### config.mk
export PLATFORM = sky130hd
export DESIGN_NAME = comparador_secuencial_ctrl_flat
export DESIGN_NICKNAME = d
export VERILOG_FILES = /design/src/rtl/comparador_secuencial_ctrl_if.sv /design/src/rtl/comparador_secuencial_ctrl.sv /design/src/flat_wrapper.sv
export SDC_FILE = /design/constraint.sdc
export NUM_CORES = 1
export LEC_CHECK = 0
export ABC_CLOCK_PERIOD_IN_PS = 2820
export CAP_MARGIN = 15
export CORE_ASPECT_RATIO = 0.9
export CORE_MARGIN = 1
export CORE_UTILIZATION = 47
export DETAILED_ROUTE_END_ITERATION = 6
export HOLD_SLACK_MARGIN = 0.08
export PLACE_DENSITY = 0.77
export RECOVER_POWER = 25
export SYNTH_ARGS = -nofsm -noshare
export SYNTH_HDL_FRONTEND = slang
export SYNTH_SLANG_ARGS = --single-unit
### constraint.sdc
create_clock -name clk -period 2.82 [get_ports clk]
set_clock_uncertainty 0.2 [all_clocks]
set_input_delay 0.705 -clock clk [delete_from_list [all_inputs] [get_ports clk]]
set_output_delay 0.705 -clock clk [all_outputs]
set_load 0.01 [all_outputs]
### src/rtl/comparador_secuencial_ctrl_if.sv
// Request/result bundle between a requesting unit and the sequential
// magnitude comparator controller.
interface comparador_secuencial_ctrl_if #(
  parameter int WIDTH = 12,
  parameter int IDX_W = 2
);
  logic             start;
  logic [WIDTH-1:0] A;
  logic [WIDTH-1:0] B;
  logic             busy;
  logic             done;
  logic             gt;
  logic             lt;
  logic             eq;
  logic [IDX_W-1:0] slice_idx;

  modport master (
    output start, A, B,
    input  busy, done, gt, lt, eq, slice_idx
  );

  modport slave (
    input  start, A, B,
    output busy, done, gt, lt, eq, slice_idx
  );
endinterface

### src/rtl/comparador_secuencial_ctrl.sv
// MSB-first iterative magnitude comparator: one SLICE-bit slice per clock,
// with the f/g decision carried in registers and a start/busy/done handshake.
module comparador_secuencial_ctrl #(
  parameter int WIDTH      = 12,
  parameter int SLICE      = 3,
  parameter int EARLY_EXIT = 1
) (
  input logic                       clk,
  input logic                       rst_n,
  comparador_secuencial_ctrl_if.slave bus
);
  localparam int NSLICES = WIDTH / SLICE;
  localparam int IDX_W   = (NSLICES > 1) ? $clog2(NSLICES) : 1;
  localparam logic [IDX_W-1:0] TOP_IDX = IDX_W'(NSLICES - 1);

  typedef enum logic [1:0] {IDLE, RUN, DONE} state_t;

  state_t state, state_next;

  logic [NSLICES-1:0][SLICE-1:0] a_r, b_r;
  logic [IDX_W-1:0]              idx;
  logic                          f, g;
  logic                          f_new, g_new;
  logic                          last_slice;
  logic                          gt_r, lt_r, eq_r;
  logic                          accept;

  assign accept = (state == IDLE) && bus.start;

  // State register
  // NOTE: every clocked process uses non-blocking assignments so all
  // registers see the pre-edge values of each other, whatever block order.
  always_ff @(posedge clk) begin
    if (!rst_n) state <= IDLE;
    else        state <= state_next;
  end

  // Slice decision: once f or g is set it is held, so later slices cannot override.
  // NOTE: each combinational output gets a default before any branch; a path
  // that leaves it unassigned would infer a latch.
  always_comb begin
    f_new = f;
    g_new = g;
    if (!(f || g)) begin
      f_new = a_r[idx] > b_r[idx];
      g_new = a_r[idx] < b_r[idx];
    end
    last_slice = (idx == '0) || ((EARLY_EXIT != 0) && (f_new || g_new));
  end

  // Next-state logic
  always_comb begin
    state_next = state;
    case (state)
      IDLE:    if (bus.start) state_next = RUN;
      RUN:     if (last_slice) state_next = DONE;
      DONE:    state_next = IDLE;
      default: state_next = IDLE;
    endcase
  end

  // Output decode from the registered state only
  always_comb begin
    bus.busy = (state != IDLE);
    bus.done = (state == DONE);
  end

  // Decision state, slice index and results
  always_ff @(posedge clk) begin
    if (!rst_n) begin
      f    <= 1'b0;
      g    <= 1'b0;
      idx  <= '0;
      gt_r <= 1'b0;
      lt_r <= 1'b0;
      eq_r <= 1'b0;
    end else begin
      if (accept) begin
        f    <= 1'b0;
        g    <= 1'b0;
        idx  <= TOP_IDX;
        gt_r <= 1'b0;
        lt_r <= 1'b0;
        eq_r <= 1'b0;
      end else if (state == RUN) begin
        f   <= f_new;
        g   <= g_new;
        idx <= idx - 1'b1;
        if (last_slice) begin
          gt_r <= f_new;
          lt_r <= g_new;
          eq_r <= ~(f_new | g_new);
        end
      end
    end
  end

  // Operand capture
  // NOTE: the operand registers are pure data, only read in RUN after a
  // capture, so they are deliberately left without reset.
  always_ff @(posedge clk) begin
    if (accept) begin
      a_r <= bus.A;
      b_r <= bus.B;
    end
  end

  assign bus.gt        = gt_r;
  assign bus.lt        = lt_r;
  assign bus.eq        = eq_r;
  assign bus.slice_idx = idx;
endmodule

### src/flat_wrapper.sv
// flat-port wrapper written by rule: the top's interface ports become plain ports
module comparador_secuencial_ctrl_flat 
#(
  parameter int WIDTH      = 12,
  parameter int SLICE      = 3,
  parameter int EARLY_EXIT = 1
)
  (clk, rst_n, bus_start, bus_A, bus_B, bus_busy, bus_done, bus_gt, bus_lt, bus_eq, bus_slice_idx);
  comparador_secuencial_ctrl_if #(.WIDTH(WIDTH), .IDX_W((2))) bus_i ();
  input logic clk;
  input logic rst_n;
  input wire logic [$bits(bus_i.start)-1:0] bus_start;
  input wire logic [$bits(bus_i.A)-1:0] bus_A;
  input wire logic [$bits(bus_i.B)-1:0] bus_B;
  output wire logic [$bits(bus_i.busy)-1:0] bus_busy;
  output wire logic [$bits(bus_i.done)-1:0] bus_done;
  output wire logic [$bits(bus_i.gt)-1:0] bus_gt;
  output wire logic [$bits(bus_i.lt)-1:0] bus_lt;
  output wire logic [$bits(bus_i.eq)-1:0] bus_eq;
  output wire logic [$bits(bus_i.slice_idx)-1:0] bus_slice_idx;
  assign bus_i.start = bus_start;
  assign bus_i.A = bus_A;
  assign bus_i.B = bus_B;
  assign bus_busy = bus_i.busy;
  assign bus_done = bus_i.done;
  assign bus_gt = bus_i.gt;
  assign bus_lt = bus_i.lt;
  assign bus_eq = bus_i.eq;
  assign bus_slice_idx = bus_i.slice_idx;
  comparador_secuencial_ctrl #(.WIDTH(WIDTH), .SLICE(SLICE), .EARLY_EXIT(EARLY_EXIT)) u_core (.clk(clk), .rst_n(rst_n), .bus(bus_i));
endmodule
# Word-level counts from Yosys, hierarchy flattened
# Cells that the tools add are included.
[classes]
add_sub_neg = 1
n_lt_le_gt_ge = 3
n_eq_ne = 4
n_mux = 11
bitwise_logic = 3
n_reduce_logical = 11
[ops]
columns = ["operator", "n"]
rows = [
  ["$bmux 3 s2", 2],
  ["$mux 2", 4],
  ["$mux 3", 2],
  ["$logic_not 2->1", 2],
  ["$pmux 2 s2", 1],
  ["$reduce_and 2->1", 2],
  ["$reduce_bool 2->1", 2],
  ["$gt 3x3->1", 1],
  ["$logic_or 1x1->1", 3],
  ["$lt 2x3->1 const B", 1],
  ["$lt 3x3->1", 1],
  ["$eq 2x1->1 const B", 1],
  ["$eq 2x2->1 const B", 1],
  ["$mux 1", 2],
  ["$ne 2x1->1 const B", 1],
  ["$ne 2x2->1 const B", 1],
  ["$not 1->1", 2],
  ["$reduce_or 2->1", 1],
  ["$sub 2x1->2 const B", 1],
  ["$logic_and 1x1->1", 1],
  ["$or 1x1->1", 1],
]
[word_totals]
register_bits = 33
inputBits = 27
out_inout_bits = 7

# Logic depth before layout (Yosys ltp)
[depth]
word_depth = 8
mapped_depth = 8
ltp_nobuf = 7

# Worst setup path before layout
# OpenSTA, ideal clock, no wires.
[synth_timing]
path_type = "input -> register"
startpoint = "in bus_start"
endpoint = "reg u_core.gt_r, in the netlist u_core.bus.gt"
setup_time_ns = 0.123
arrival_time_ns = 2.227
required_time_ns = 2.497
setup_slack_ns = 0.270
path_stages = 4
n_path_buf = 0
path_cell_list = "nor3b_2 > nor2b_1 > nand2_1 > o22ai_1"
[synth_between]
elab_chain_cells = 2
[synth_rtl]
columns = ["element", "line", "source"]
rows = [
  ["start: declaration", "flat_wrapper.sv:12", "input wire logic [$bits(bus_i.start)-1:0] bus_start;"],
  ["$logic_and 1x1->1", "comparador_secuencial_ctrl.sv:28", "assign accept = (state == IDLE) && bus.start;"],
  ["$reduce_or 2->1 (no line)", "n/a", ""],
  ["end signal: assignment", "comparador_secuencial_ctrl.sv:90", "gt_r <= f_new;"],
  ["end: declaration", "comparador_secuencial_ctrl.sv:25", "logic gt_r, lt_r, eq_r;"],
]
# Every way passes these cells.
# A chain may end at the register's enable or synchronous reset.

# Worst setup path after layout
[layout_timing]
startpoint = "reg u_core.idx[0], in the netlist u_core.bus.slice_idx[0]"
endpoint = "reg u_core.lt_r, in the netlist u_core.bus.lt"
[layout_between]
elab_chain_cells = 7
elab_cells_between_ends = 12
cone_classes = "2 x order compare; 6 x mux; 4 x reduce/logical"
[layout_rtl]
columns = ["element", "line", "source"]
rows = [
  ["start: declaration", "comparador_secuencial_ctrl.sv:21", "logic [IDX_W-1:0] idx;"],
  ["start signal: assignment", "comparador_secuencial_ctrl.sv:88", "idx <= idx - 1'b1;"],
  ["$bmux 3 s2", "comparador_secuencial_ctrl.sv:45, comparador_secuencial_ctrl.sv:46", ""],
  ["$mux 3 (implied by the code)", "comparador_secuencial_ctrl.sv:45, comparador_secuencial_ctrl.sv:46", ""],
  ["$gt 3x3->1 or $lt 3x3->1 (tied branches)", "comparador_secuencial_ctrl.sv:45, comparador_secuencial_ctrl.sv:46", ""],
  ["$mux 1", "comparador_secuencial_ctrl.sv:44", "if (!(f || g)) begin"],
  ["$logic_or 1x1->1 (2 in a row)", "comparador_secuencial_ctrl.sv:48", "last_slice = (idx == '0) || ((EARLY_EXIT != 0) && (f_new || g_new));"],
  ["$reduce_and 2->1 (no line)", "n/a", ""],
  ["end signal: assignment", "comparador_secuencial_ctrl.sv:91", "lt_r <= g_new;"],
  ["end: declaration", "comparador_secuencial_ctrl.sv:25", ""],
]
# Several ways; a longest one is shown, not always the timed one. The select of a mux whose other input is x is not followed.

==> summary.md <==
| Metric | Value |
|---|---|
| Clock Latency Late Sink | 0.32 ns |
| Sink Count | 33 |
| Fillers | 219 |
| IO Port Bufs | 33 |
| Hold Vio Cnt, Final | 0 |
| Initial antenna violation count | 0 |
| Worst R2R Path Depth | 6 |
| RSZ-0062 raised after global routing | no |
| Pin count of the biggest net entering global routing | 29 |
| R2r endpoint | u_core.bus.lt$_SDFFE_PP0P_ |
| Design area | 1790 µm² |
| CTS Root Cell | clkbuf_4 |
| Post-CTS Setup Bufs | 0 |
| Die width | 58.6 µm |
| Placer Congestion | 0.789 |
| First-pass GRT wire length | 3.88 mm |
| Core Area | 2750 µm² |
| Cell-internal power | 0.765 mW |
| Switch share | 0.257 |
| Post-Syn Area | 1350 µm² |
| Num CTS Buffers | 5 |
| Hold slack | 0.292 ns |
| Top cell type's share of synthesized area | 0.532 |
| Via density | 5.08 |
| Post-synthesis sequential area ratio | 0.665 |
| Most frequent cells after synthesis | edfxtp_1, dfxtp_1, inv_1, mux4_2 |
| Net Sw Power | 0.265 mW |
| Clk network pwr share | 0.231 |
| Reg power frac | 0.564 |
| Worst Hold Launch | u_core.bus.gt$_SDFFE_PP0P_ |
| Multi-input logic area | 423 µm² |
| Highest metal layer with signal wires | met4 |
| DR WL met3 | 126 µm |
| Drt drc | 0 |
| Nets | 158 |
| Synth top area cells | edfxtp_1, dfxtp_1, mux4_2, ha_1, a211oi_2 |
| Gr usage total | 0.178 |
| Clk buf depth | 2 |
| Crit path launch type | flip-flop |
| Area grow syn2layout | 32.3% |
| Yosys top cell by area | edfxtp_1 |
| Crit end category | flip-flop |
| # setup viols final | 0 |
| Yosys reg bits | 33 |
| Cell with the most instances after synthesis | edfxtp_1 |
| Cts repair resizes | 0 |
| M1 wire length | 943 µm |
| Die ar. | 3100 µm² |
| Core Rows | 18 |
| Max-Cap Viols | 0 |
| DR pass1 iterations | 4 |
| Maximum vdd drop | 349 µV |
| Fmax | 392 MHz |
| H-tree depth | 2 |
| CTS Hold Buffers Added | 0 |
| Slew Limit Fails | 0 |
| Share of layout cells above drive strength 1 | 0.156 |
| Period utilization | 0.904 |
| Worst hold path cell count | 2 |
| Remaining Overflow, GRT | 0 |
| R2R setup slack | 0.27 ns |
| Critical path type | flip-flop to flip-flop |
| Rel. slew slack | 0.620 |
| Final wirelength | 2.20 mm |
| Initial DRC Count | 15 |
| Worst r2r src | u_core.bus.slice_idx[0]$_SDFFE_PN0P_ |
| YS warnings | 0 |
| Reg area | 901 µm² |
| Power density over the cells | 575 nW/µm² |
| Hpwl dp | 1.62 mm |
| DR WL met2 | 1.06 mm |
| Initial Util | 0.493 |
| Worst EP arrival | 2.57 ns |
| Syn nets | 119 |
| Outcome | complete, no violations |
| N_diodes | 0 |
| CTS tree | built |
| Combinational Power Share | 0.206 |
| Number of global-route vias before repair | 883 |
| CP Data Required Time | 2.84 ns |
| Slew @ Worst Pin | 0.569 ns |
| Post-Place Cell Area | 1740 µm² |
| Synthesized instance count | 88 |
| Avg Inst Size Synth | 15.4 µm² |
| Post-route ant nets | 0 |
| Async SR Flop Fraction | 0 |
| Top_reg_cell synth | edfxtp_1 |
| Hold Crit Class | flip-flop to flip-flop |
| Die Y | 52.9 µm |
| Top Ports | 34 |
| Lkg Pwr | 0.641 nW |
| Vias | 853 |
| Worst-path clk slew | 0.10 ns |
| Post-layout min period | 2.55 ns |
| DR WL/cell | 13.1 µm |
| Synth cell types | 25 |
| Post-synth EDFFs | 24 |
| Final setup TNS | 0 ns |
| Worst Hold Path EP | u_core.bus.gt$_SDFFE_PP0P_ |
| Crit path max fanout | 5 |
## metrics by stage
stage          instances  utilization  setup WS, ns  power [mW]
4_1_cts              168        0.652         0.260        1.05
2_1_floorplan         88            -         0.270       0.724
3_5_place_dp         160        0.634         0.310       0.809
6_report             168        0.652         0.271        1.03
5_1_grt              168        0.652         0.126        1.09
3_3_place_gp         160        0.634         0.360       0.801
## worst max-delay path by stage
stage,start,cells past startpoint,to,slack (ns)
2_1_floorplan,bus_start,4,u_core.bus.gt$_SDFFE_PP0P_,0.27
3_3_place_gp,u_core.bus.slice_idx[0]$_SDFFE_PN0P_,7,u_core.state[1]$_SDFFE_PN0P_,0.36
3_5_place_dp,u_core.bus.slice_idx[0]$_SDFFE_PN0P_,6,u_core.bus.lt$_SDFFE_PP0P_,0.31
4_1_cts,u_core.bus.slice_idx[0]$_SDFFE_PN0P_,6,u_core.bus.lt$_SDFFE_PP0P_,0.26
5_1_grt,u_core.bus.slice_idx[0]$_SDFFE_PN0P_,7,u_core.bus.lt$_SDFFE_PP0P_,0.13
6_report,u_core.bus.slice_idx[0]$_SDFFE_PN0P_,6,u_core.bus.lt$_SDFFE_PP0P_,0.27
## layout make-up
class | count | area share
inverters | 6 | 0.0126
flip-flops and latches | 33 | 0.503
well taps | 40 | 0.0279
repair buffers | 35 | 0.193
clock buffers | 5 | 0.0209
multi-input cells | 46 | 0.236
clock inverters | 3 | 0.00698
## worst max-delay path, stage by stage, from the launching register on
cell and delay (ns):
dfxtp_1 0.51, mux4_2 0.56, ha_1 0.37, a211oi_2 0.35, a211oi_2 0.16, a21oi_2 0.19, o22ai_1 0.11
## power by group through the flow
stage | combinational, mW | sequential (mW) | clock [mW]
finish | 0.212 | 0.580 | 0.237
detailed placement | 0.216 | 0.593 | 0
floorplan | 0.142 | 0.583 | 0
global placement | 0.210 | 0.592 | 0
CTS | 0.218 | 0.582 | 0.248
global route | 0.235 | 0.585 | 0.267
## flip-flops by register name, indices dropped and copies added, names as in the netlist
name / flops
u_core.a_r: 12
u_core.b_r: 12
u_core.bus.eq: 1
u_core.bus.gt: 1
u_core.bus.lt: 1
u_core.bus.slice_idx: 2
u_core.f: 1
u_core.g: 1
u_core.state: 2
## routing by layer
layer	vias to the layer above	global-route usage
met5	-	0
met4	0	0.107
met3	7	0.0562
met2	33	0.295
met1	403	0.202
li1	410	-
## cells by family after synthesis
kind of cell,after synthesis,share of synthesized area
flip-flops,33,0.665
buffers and inverters,9,0.0268
XOR/XNOR,1,0.00647
AO/OA/AOI/OAI,14,0.0739
AND/OR/NAND/NOR,21,0.0906
multiplexers,6,0.0998
adder cells (fa/ha/maj),4,0.0370
## cell usage in the layout (no fill, tap or decap), types with 3 or more instances in the layout
master / count
a21oi_1: 3
a31oi_1: 3
clkbuf_4: 5
clkdlybuf4s50_1: 17
dfxtp_1: 9
dlygate4sd3_1: 16
edfxtp_1: 24
ha_1: 4
inv_1: 6
mux4_2: 6
nand2_1: 4
nor2_1: 4
nor2b_1: 4
No activity file was read; power rests on OpenSTA's default activity.
